[src/rtl/mc_ctrl.sv]
// Multi-cycle control FSM for the RV32I-subset datapath: sequences fetch/decode/
// execute/memory/writeback, drives every datapath select, flags unsupported encodings.
module mc_ctrl #(
  parameter int unsigned CNT_W = 32
) (
  input  logic             clk,
  input  logic             rst,
  input  logic [31:0]      inst_field,
  input  logic             zero,
  input  logic             mem_ready,
  output logic             MemRead,
  output logic             MemWrite,
  output logic             IorD,
  output logic             IRWrite,
  output logic             PCWrite,
  output logic             PCSrc,
  output logic             ALUSrcA,
  output logic [1:0]       ALUSrcB,
  output logic [2:0]       ALU_Control,
  output logic [1:0]       ImmSel,
  output logic [1:0]       MemtoReg,
  output logic             RegWrite,
  output logic             illegal,
  output logic [3:0]       state_out,
  output logic [CNT_W-1:0] instret
);

  typedef enum logic [3:0] {
    FETCH   = 4'd0,
    DECODE  = 4'd1,
    EXE_R   = 4'd2,
    EXE_I   = 4'd3,
    MEM_ADR = 4'd4,
    MEM_RD  = 4'd5,
    MEM_WR  = 4'd6,
    WB_ALU  = 4'd7,
    WB_MEM  = 4'd8,
    BRANCH  = 4'd9,
    JAL     = 4'd10,
    LUI     = 4'd11,
    ILLEGAL = 4'd15
  } state_t;

  state_t           r_state;
  state_t           w_next;
  logic             r_illegal;
  logic [CNT_W-1:0] r_instret;
  logic             w_retire;
  logic             w_fn_ok;
  logic [2:0]       w_fn_alu;
  logic [6:0]       w_opcode;
  logic [2:0]       w_funct3;
  logic [6:0]       w_funct7;
  logic             w_f7_zero;
  logic             w_unused;

  assign w_opcode  = inst_field[6:0];
  assign w_funct3  = inst_field[14:12];
  assign w_funct7  = inst_field[31:25];
  assign w_f7_zero = (w_funct7 == 7'b0000000);
  assign w_unused  = &{1'b0, inst_field[24:15], inst_field[11:7]};

  // funct7 only qualifies R-type ops, except SRLI where it is part of the encoding
  always_comb begin
    w_fn_alu = 3'b010;
    w_fn_ok  = 1'b0;
    case (w_funct3)
      3'b000: begin
        if (r_state != EXE_R || w_f7_zero) begin
          w_fn_ok = 1'b1;
        end else if (w_funct7 == 7'b0100000) begin
          w_fn_alu = 3'b110;
          w_fn_ok  = 1'b1;
        end
      end
      3'b111: begin w_fn_alu = 3'b000; w_fn_ok = (r_state != EXE_R) || w_f7_zero; end
      3'b110: begin w_fn_alu = 3'b001; w_fn_ok = (r_state != EXE_R) || w_f7_zero; end
      3'b100: begin w_fn_alu = 3'b100; w_fn_ok = (r_state != EXE_R) || w_f7_zero; end
      3'b010: begin w_fn_alu = 3'b111; w_fn_ok = (r_state != EXE_R) || w_f7_zero; end
      3'b101: begin w_fn_alu = 3'b101; w_fn_ok = w_f7_zero; end
      default: w_fn_ok = 1'b0;
    endcase
  end

  always_ff @(posedge clk) begin
    if (rst) begin
      r_state   <= FETCH;
      r_illegal <= 1'b0;
      r_instret <= '0;
    end else begin
      r_state <= w_next;
      if (w_next == ILLEGAL) r_illegal <= 1'b1;
      if (w_retire) r_instret <= r_instret + CNT_W'(1);
    end
  end

  always_comb begin
    w_next   = r_state;
    w_retire = 1'b0;
    case (r_state)
      FETCH: if (mem_ready) w_next = DECODE;
      DECODE: begin
        case (w_opcode)
          7'b0110011:            w_next = EXE_R;
          7'b0010011:            w_next = EXE_I;
          7'b0000011, 7'b0100011: w_next = MEM_ADR;
          7'b1100011:            w_next = BRANCH;
          7'b1101111:            w_next = JAL;
          7'b0110111:            w_next = LUI;
          default:               w_next = ILLEGAL;
        endcase
      end
      EXE_R, EXE_I: w_next = w_fn_ok ? WB_ALU : ILLEGAL;
      MEM_ADR:      w_next = w_opcode[5] ? MEM_WR : MEM_RD;
      MEM_RD:       if (mem_ready) w_next = WB_MEM;
      MEM_WR: begin
        if (mem_ready) begin
          w_next   = FETCH;
          w_retire = 1'b1;
        end
      end
      WB_ALU, WB_MEM, JAL, LUI: begin
        w_next   = FETCH;
        w_retire = 1'b1;
      end
      BRANCH: begin
        if (w_funct3 == 3'b000) begin
          w_next   = FETCH;
          w_retire = 1'b1;
        end else begin
          w_next = ILLEGAL;
        end
      end
      ILLEGAL: w_next = ILLEGAL;
      default: w_next = ILLEGAL;
    endcase
  end

  // Write enables are suppressed in the reset cycle so an abandoned instruction has no side effects
  always_comb begin
    MemRead     = 1'b0;
    MemWrite    = 1'b0;
    IorD        = 1'b0;
    IRWrite     = 1'b0;
    PCWrite     = 1'b0;
    PCSrc       = 1'b0;
    ALUSrcA     = 1'b0;
    ALUSrcB     = 2'b00;
    ALU_Control = 3'b000;
    ImmSel      = 2'b00;
    MemtoReg    = 2'b00;
    RegWrite    = 1'b0;
    case (r_state)
      FETCH: begin
        MemRead     = 1'b1;
        ALUSrcB     = 2'b01;
        ALU_Control = 3'b010;
        IRWrite     = mem_ready && !rst;
        PCWrite     = mem_ready && !rst;
      end
      DECODE: begin
        ALUSrcB     = 2'b10;
        ALU_Control = 3'b010;
        if (w_opcode == 7'b1100011)      ImmSel = 2'b10;
        else if (w_opcode == 7'b1101111) ImmSel = 2'b11;
        else                             ImmSel = 2'b00;
      end
      EXE_R: begin
        ALUSrcA     = 1'b1;
        ALU_Control = w_fn_alu;
      end
      EXE_I: begin
        ALUSrcA     = 1'b1;
        ALUSrcB     = 2'b10;
        ALU_Control = w_fn_alu;
      end
      MEM_ADR: begin
        ALUSrcA     = 1'b1;
        ALUSrcB     = 2'b10;
        ALU_Control = 3'b010;
        ImmSel      = w_opcode[5] ? 2'b01 : 2'b00;
      end
      MEM_RD: begin
        MemRead = 1'b1;
        IorD    = 1'b1;
      end
      MEM_WR: begin
        MemWrite = !rst;
        IorD     = 1'b1;
      end
      WB_ALU: RegWrite = !rst;
      WB_MEM: begin
        RegWrite = !rst;
        MemtoReg = 2'b01;
      end
      BRANCH: begin
        ALUSrcA     = 1'b1;
        ALU_Control = 3'b110;
        PCSrc       = 1'b1;
        PCWrite     = zero && (w_funct3 == 3'b000) && !rst;
      end
      JAL: begin
        RegWrite = !rst;
        MemtoReg = 2'b10;
        PCSrc    = 1'b1;
        PCWrite  = !rst;
        ImmSel   = 2'b11;
      end
      LUI: begin
        RegWrite = !rst;
        MemtoReg = 2'b11;
      end
      default: ;
    endcase
  end

  assign illegal   = r_illegal;
  assign state_out = r_state;
  assign instret   = r_instret;

endmodule

[config.mk]
export PLATFORM = sky130hd
export DESIGN_NAME = mc_ctrl
export DESIGN_NICKNAME = d
export VERILOG_FILES = /design/src/rtl/mc_ctrl.sv
export SDC_FILE = /design/constraint.sdc
export NUM_CORES = 1
export LEC_CHECK = 0
export CELL_PAD_IN_SITES_DETAIL_PLACEMENT = 0
export CELL_PAD_IN_SITES_GLOBAL_PLACEMENT = 1
export CORE_MARGIN = 1.5
export CORE_UTILIZATION = 34
export DETAILED_ROUTE_END_ITERATION = 12
export GPL_TIMING_DRIVEN = 0
export PLACE_DENSITY = 0.83
export RECOVER_POWER = 100
export SYNTH_ARGS = -nofsm -noshare
export SYNTH_HDL_FRONTEND = slang
export SYNTH_SLANG_ARGS = --single-unit
[constraint.sdc]
create_clock -name clk -period 4.8 [get_ports clk]
set_clock_uncertainty 0.2 [all_clocks]
set_input_delay 0.96 -clock clk [delete_from_list [all_inputs] [get_ports clk]]
set_output_delay 0.96 -clock clk [all_outputs]
set_load 0.01 [all_outputs]
Word-level counts from Yosys, hierarchy flattened
Index checks and enable logic that the tools add are counted.

Register bits after elaboration: 37. Output and inout port bits: 54. Word-level logic and storage cells: 80.

Multiplexer cells: 32. Equality and inequality tests: 26. $add $sub $neg: 1. Reductions and logical operators: 18.

Operators by type and width (number): $add A32 B1 Y32 const B (1); $pmux W4 S8 (1); $eq A7 B6 Y1 const B (4); $pmux W4 S6 (1); $eq A4 B4 Y1 const B (5); $mux W4 (5); $pmux W3 S6 (1); $eq A4 B3 Y1 const B (4); $eq A7 B7 Y1 const B (2); $eq A3 B3 Y1 const B (4); $mux W1 (12); $pmux W2 S3 (2); $reduce_or A4 Y1 (3); $reduce_or A2 Y1 (5); $pmux W1 S3 (3); $pmux W3 S3 (1); $eq A4 B2 Y1 const B (2); $eq A7 B2 Y1 const B (1); $eq A7 B5 Y1 const B (1); $logic_not A7 Y1 (1); $mux W2 (3); $mux W3 (2); $reduce_or A3 Y1 (2); $eq A4 B1 Y1 const B (1); other kinds (8) (10).

Logic depth before layout (Yosys ltp)
Depth after elaboration: 7. Depth in mapped cells: 7.

Worst setup path before layout
OpenSTA, ideal clock, no wires.

Kind: input port to output port. From: in inst_field[26]. To: out ALU_Control[2]. Stages: 4. Data required time: 3640 ps. Arrival time: 2003 ps. Setup slack: 1637 ps. Path buffers: 0. Cell sequence: nor4_1 a31oi_1 o31a_1 o22ai_1.

Longest elaborated chain between the ends: 5. Elaborated cells between the ends (all ways): 7. Those cells by class: eq/ne (1); mux (4); reduce/logical (2).

RTL lines: from (decl) (line 8) `input logic [31:0] inst_field,`; $eq A7 B6 Y1 or $logic_not A7 Y1 (tied branches) (line 71, 60); $mux W3 or $logic_or A1 B1 Y1 (tied branches) (line 71, 69); $mux W3 (*) (line 69) `if (r_state != EXE_R || w_f7_zero) begin`; $pmux W3 S6 (*) (line 67) `case (w_funct3)`; $pmux W3 S3 (*) (line 153) `case (r_state)`; to (decl) (line 19) `output logic [2:0] ALU_Control,`.

Every way passes the cells marked *; elsewhere a longest branch is shown, timed or not.

Worst setup path after layout
From: in inst_field[14]. To: out PCWrite.

Longest elaborated chain between the ends: 4.

RTL lines: $logic_not A3 Y1 (line 200) `PCWrite = zero && (w_funct3 == 3'b000) && !rst;`; $logic_and A1 B1 Y1 (2 in a row) (line 200); $pmux W1 S3 (line 153); to (decl) (line 15) `output logic PCWrite,`.

No other way between the ends.

==> flow_results.org <==
** Floorplanning
- Area of the die :: 0.007476 mm^2
- Die height :: 86.47 um
- Starting Density :: 35.06%
- Die X-Extent :: 86.47 um
- 90 I/O pins were placed.
- The total area inside the core boundary comes to slightly below 0.007 mm^2.
- The floorplan has 30 rows.

** Cells and area
- Post-route cell area :: roughly 0.0032 mm^2
- Of the cells placed in the final design, the portion with a size suffix greater than 1 is 3.655%.
- Area grow syn2layout :: 36.87%
- Multi-input gate area in the final layout :: ~0.0015 mm^2
- Filler cell count in the final layout :: 697
- Total area of sequential cells :: 740.7 um^2
- Net count, final :: 420
- Number of diodes :: 0

** Clock tree
- In this run the deepest clock path goes through 2 buffers.
- Reg clk slew, reported paths :: 0.07 ns
- CTS tree :: built
- Post-cts sizing count :: 0
- The H-tree was split into 2 levels.
- Clock net sink count :: 37
- The cell sitting at the root of the clock tree is a sky130_fd_sc_hd__clkbuf_8.
- Skew-Pair Late Insertion Delay :: around 0.28 ns
- Number of buffers inserted to repair setup after CTS :: 0
- Num CTS Buffers :: 5
- For this design, the CTS-stage hold fixing added 0 buffers.

** Timing
- Final hold analysis gives a worst-case slack of ~0.28 ns.
- Worst slew slack as a fraction of its limit :: a little over a third
- Dividing the final minimum period by the clock period gives 90.48%.
- After layout, the minimum clock period comes to 4.343 ns.
- Worst-margin pin slew :: 0.9666 ns
- Derived from the worst setup path, the maximum achievable clock frequency is 230.3 MHz.
- Final Hold Vio Count :: 0
- Setup repair after global routing left no endpoint under its margin.
- The count of final max-slew check failures is 0.
- Setup violations remaining at the end of the flow were counted as 0.
- Sum of negative setup slack :: 0 ns

** Drt
- Post-route antenna net violation count :: 0
- For this run, design rule violations remaining after detail routing come to 0.
- Using the TritonRoute via totals, the vias-per-cell ratio works out to 5.540.
- In the final routed layout, each cell accounts on average for 14.27 um.
- After the first detailed-routing iteration, the DRC count stood at 203.
- The first detailed-routing pass took 4 iterations.
- Summed over all layers, the routed wires come to approximately 6600 um.
- Total number of vias :: 2565

** Setup path
- STA puts the critical path data arrival time at approximately 3.2 ns.
- Slowest stage delay, CP :: 0.66 ns
- Buffers and inverters on the worst path :: 2
- On the critical path, the stage with the largest delay is an instance of sky130_fd_sc_hd__dlygate4sd3_1.
- Most prevalent standard cell on the critical path :: sky130_fd_sc_hd__dlygate4sd3_1
- The critical path goes through dlygate4sd3_1, or3_1, o21ai_0, a21oi_1, nor3_1, dlygate4sd3_1.
- Worst-path fanout max :: 8
- Largest delay share family, worst path :: buffers and inverters
- Required @ worst endpoint :: between 3 and 4 ns
- Crit path launch type :: input pin
- Critical Setup Path Class :: input pin to primary output
- The worst setup path is captured at a primary output.

** GRT
- Global routing used between 15 and 20% of the available tracks across all layers.
- Via count of the first global-routing pass :: 2290
- First-pass GRT wire length :: 10590 um
- The number of antenna violations at the first check in global routing came to 0.
- Remaining global-route overflow :: 0
- Entering global routing, the biggest net connects 11 pins.

** Place
- The count of buffers added on input and output ports is 74.
- Detailed placement ended at an HPWL of 4952 um.
- Final RePlAce weighted congestion :: 0.8111
- After detailed placement, the total cell area comes to 0.003209 mm^2.

** Yosys
- Area share of the leading cell type in the synthesized netlist :: a little under a third
- Yosys mapped the design onto 53 distinct sky130hd cell types.
- Mean area per synthesized cell :: 7.843 um^2
- The synthesized design spends more area on one cell type than any other, namely sky130_fd_sc_hd__dfxtp_1.
- Synthesis produced a netlist whose cell count is 302.
- In the synthesized netlist the async set-or-reset flop fraction comes to 0%.
- The share of the Yosys chip area taken by registers is 31.27%.
- Cell area after synthesis :: 0.002369 mm^2
- Yosys printed 0 warnings.
- Top area cells in the synthesized netlist :: sky130_fd_sc_hd__dfxtp_1 31%, sky130_fd_sc_hd__nor2_1 5.9%, sky130_fd_sc_hd__a21oi_1 4.9%, sky130_fd_sc_hd__xnor2_1 4.8%, sky130_fd_sc_hd__a2111oi_2 4.4%
- Among all flip-flop cells after synthesis, the most frequent one is sky130_fd_sc_hd__dfxtp_1.
- Yosys mapped a number of flops with a built-in enable equal to 0.
- Yosys reg bits :: 37
- Counting every net in the synthesized netlist gives roughly 340.
- Top cell types by occurrence after synthesis :: 37 x sky130_fd_sc_hd__dfxtp_1, 37 x sky130_fd_sc_hd__nor2_1, 23 x sky130_fd_sc_hd__a21oi_1

** Status
- Run status :: finished, final reports clean

** Pwr
- For this design the static power due to leakage is 1.183 nW.
- Peak ir drop on the vdd network :: 0.1342 mV
- Pwr Density :: 335.9 mW/mm^2

** Min path
- The path class of the tightest hold or removal check is flop to flop.

** Job
- Max-cap violations in this run came to 0.
-- report_power, final --
group          switching (mW)  internal [mW]  total, mW  leakage, nW
Clock                   0.103          0.114      0.217       0.0443
Combinational           0.285          0.231      0.517        0.840
Sequential             0.0262          0.329      0.355        0.299
-- cells in the final DEF, fill, tap and decap left out, types with 2 or more instances in the layout --
cell type	Yosys	final
sky130_fd_sc_hd__a2111o_1	2	2
sky130_fd_sc_hd__a211oi_1	3	3
sky130_fd_sc_hd__dlygate4sd3_1	0	56
sky130_fd_sc_hd__or2_2	2	2
sky130_fd_sc_hd__o21ai_0	14	15
sky130_fd_sc_hd__xnor2_1	13	13
sky130_fd_sc_hd__nor3_1	4	4
sky130_fd_sc_hd__a31o_2	2	2
sky130_fd_sc_hd__nand4_1	8	8
sky130_fd_sc_hd__a2111oi_0	3	10
sky130_fd_sc_hd__nand2_1	17	17
sky130_fd_sc_hd__and3_1	6	6
sky130_fd_sc_hd__and2_1	6	4
sky130_fd_sc_hd__clkbuf_8	0	6
sky130_fd_sc_hd__o32ai_1	3	3
sky130_fd_sc_hd__nor2_1	37	37
sky130_fd_sc_hd__dfxtp_1	37	37
sky130_fd_sc_hd__inv_1	5	5
sky130_fd_sc_hd__o31ai_1	4	4
sky130_fd_sc_hd__or4b_2	2	2
sky130_fd_sc_hd__a221oi_1	2	2
sky130_fd_sc_hd__xor2_1	5	5
sky130_fd_sc_hd__clkbuf_1	13	15
sky130_fd_sc_hd__nand3_1	16	16
sky130_fd_sc_hd__nand2b_1	5	5
sky130_fd_sc_hd__o22ai_1	2	2
sky130_fd_sc_hd__a21oi_1	23	24
sky130_fd_sc_hd__a31oi_1	6	6
sky130_fd_sc_hd__and4_1	4	4
sky130_fd_sc_hd__and2_0	0	2
sky130_fd_sc_hd__or4_1	4	4
sky130_fd_sc_hd__buf_1	2	2
sky130_fd_sc_hd__or3_1	10	11
sky130_fd_sc_hd__nor2b_1	9	9
sky130_fd_sc_hd__nor4_1	3	3
sky130_fd_sc_hd__clkdlybuf4s50_1	0	18
sky130_fd_sc_hd__o2111ai_1	3	3
-- path summary, 6_finish.rpt --
check	start	to	slack, ns	cells past startpoint
min reg2reg	illegal	illegal	0.28	1
max reg2reg	state_out[3]	instret[22]	2.09	6
min	illegal	illegal	0.28	1
max	inst_field[14]	PCWrite	0.46	6
-- logic make-up (layout without fill, tap and decap cells) --
logic type / count (synthesis) / in the layout / synth area share, %
adders and majority gates: 1 / 1 / 0.5282
AOI/OAI and AO/OA: 83 / 83 / 25.46
muxes: 1 / 1 / 0.4226
buffers and inverters: 22 / 103 / 3.593
and+or+nand+nor: 140 / 140 / 32.07
xor gates and xnor gates: 18 / 18 / 6.656
DFF: 37 / 37 / 31.27
-- metrics by stage --
stage               setup WS, ns  total power [mW]  utilization [%]  instances
global placement          0.6146            0.9162            47.50        456
detailed placement        0.6112            0.9166            47.50        456
CTS                       0.6118             1.137            48.78        463
global route              0.3501             1.165            47.98        463
finish                    0.4569             1.089            47.98        463
floorplan                  1.637            0.6751                -        302
-- per-layer routing --
layer  wire (um)  part of all wire [%]  GRT usage (%)  up-vias
met4          29                  0.44          3.519        0
li1            -                     -              -     1294
met3         302                   4.6          3.429        2
met5           0                     0              0        -
met1        3300                    50          25.12     1206
met2        2977                    45          27.13       63
-- cell type report --
class / instances / area share [%]
Timing Repair Buffer: 74 / 22.85
Sequential cell: 37 / 22.85
Multi-Input combinational cell: 243 / 45.97
Tap cell: 80 / 3.088
Buffer: 17 / 2.007
Clock buffer: 7 / 2.663
Inverter: 5 / 0.5789
-- state kept, by name, summed over array words and instances (netlist names) --
signal and flops:
state_out 4, illegal 1, instret 32
-- worst reg2reg max path: stages, from the launching register on --
cell	delay (ns)
sky130_fd_sc_hd__dfxtp_1	0.33
sky130_fd_sc_hd__clkbuf_1	0.30
sky130_fd_sc_hd__nand2b_1	0.20
sky130_fd_sc_hd__a21oi_1	0.40
sky130_fd_sc_hd__o21ai_0	0.46
sky130_fd_sc_hd__or4_1	0.61
sky130_fd_sc_hd__a21oi_1	0.14
(Power assumes the default switching activity.)
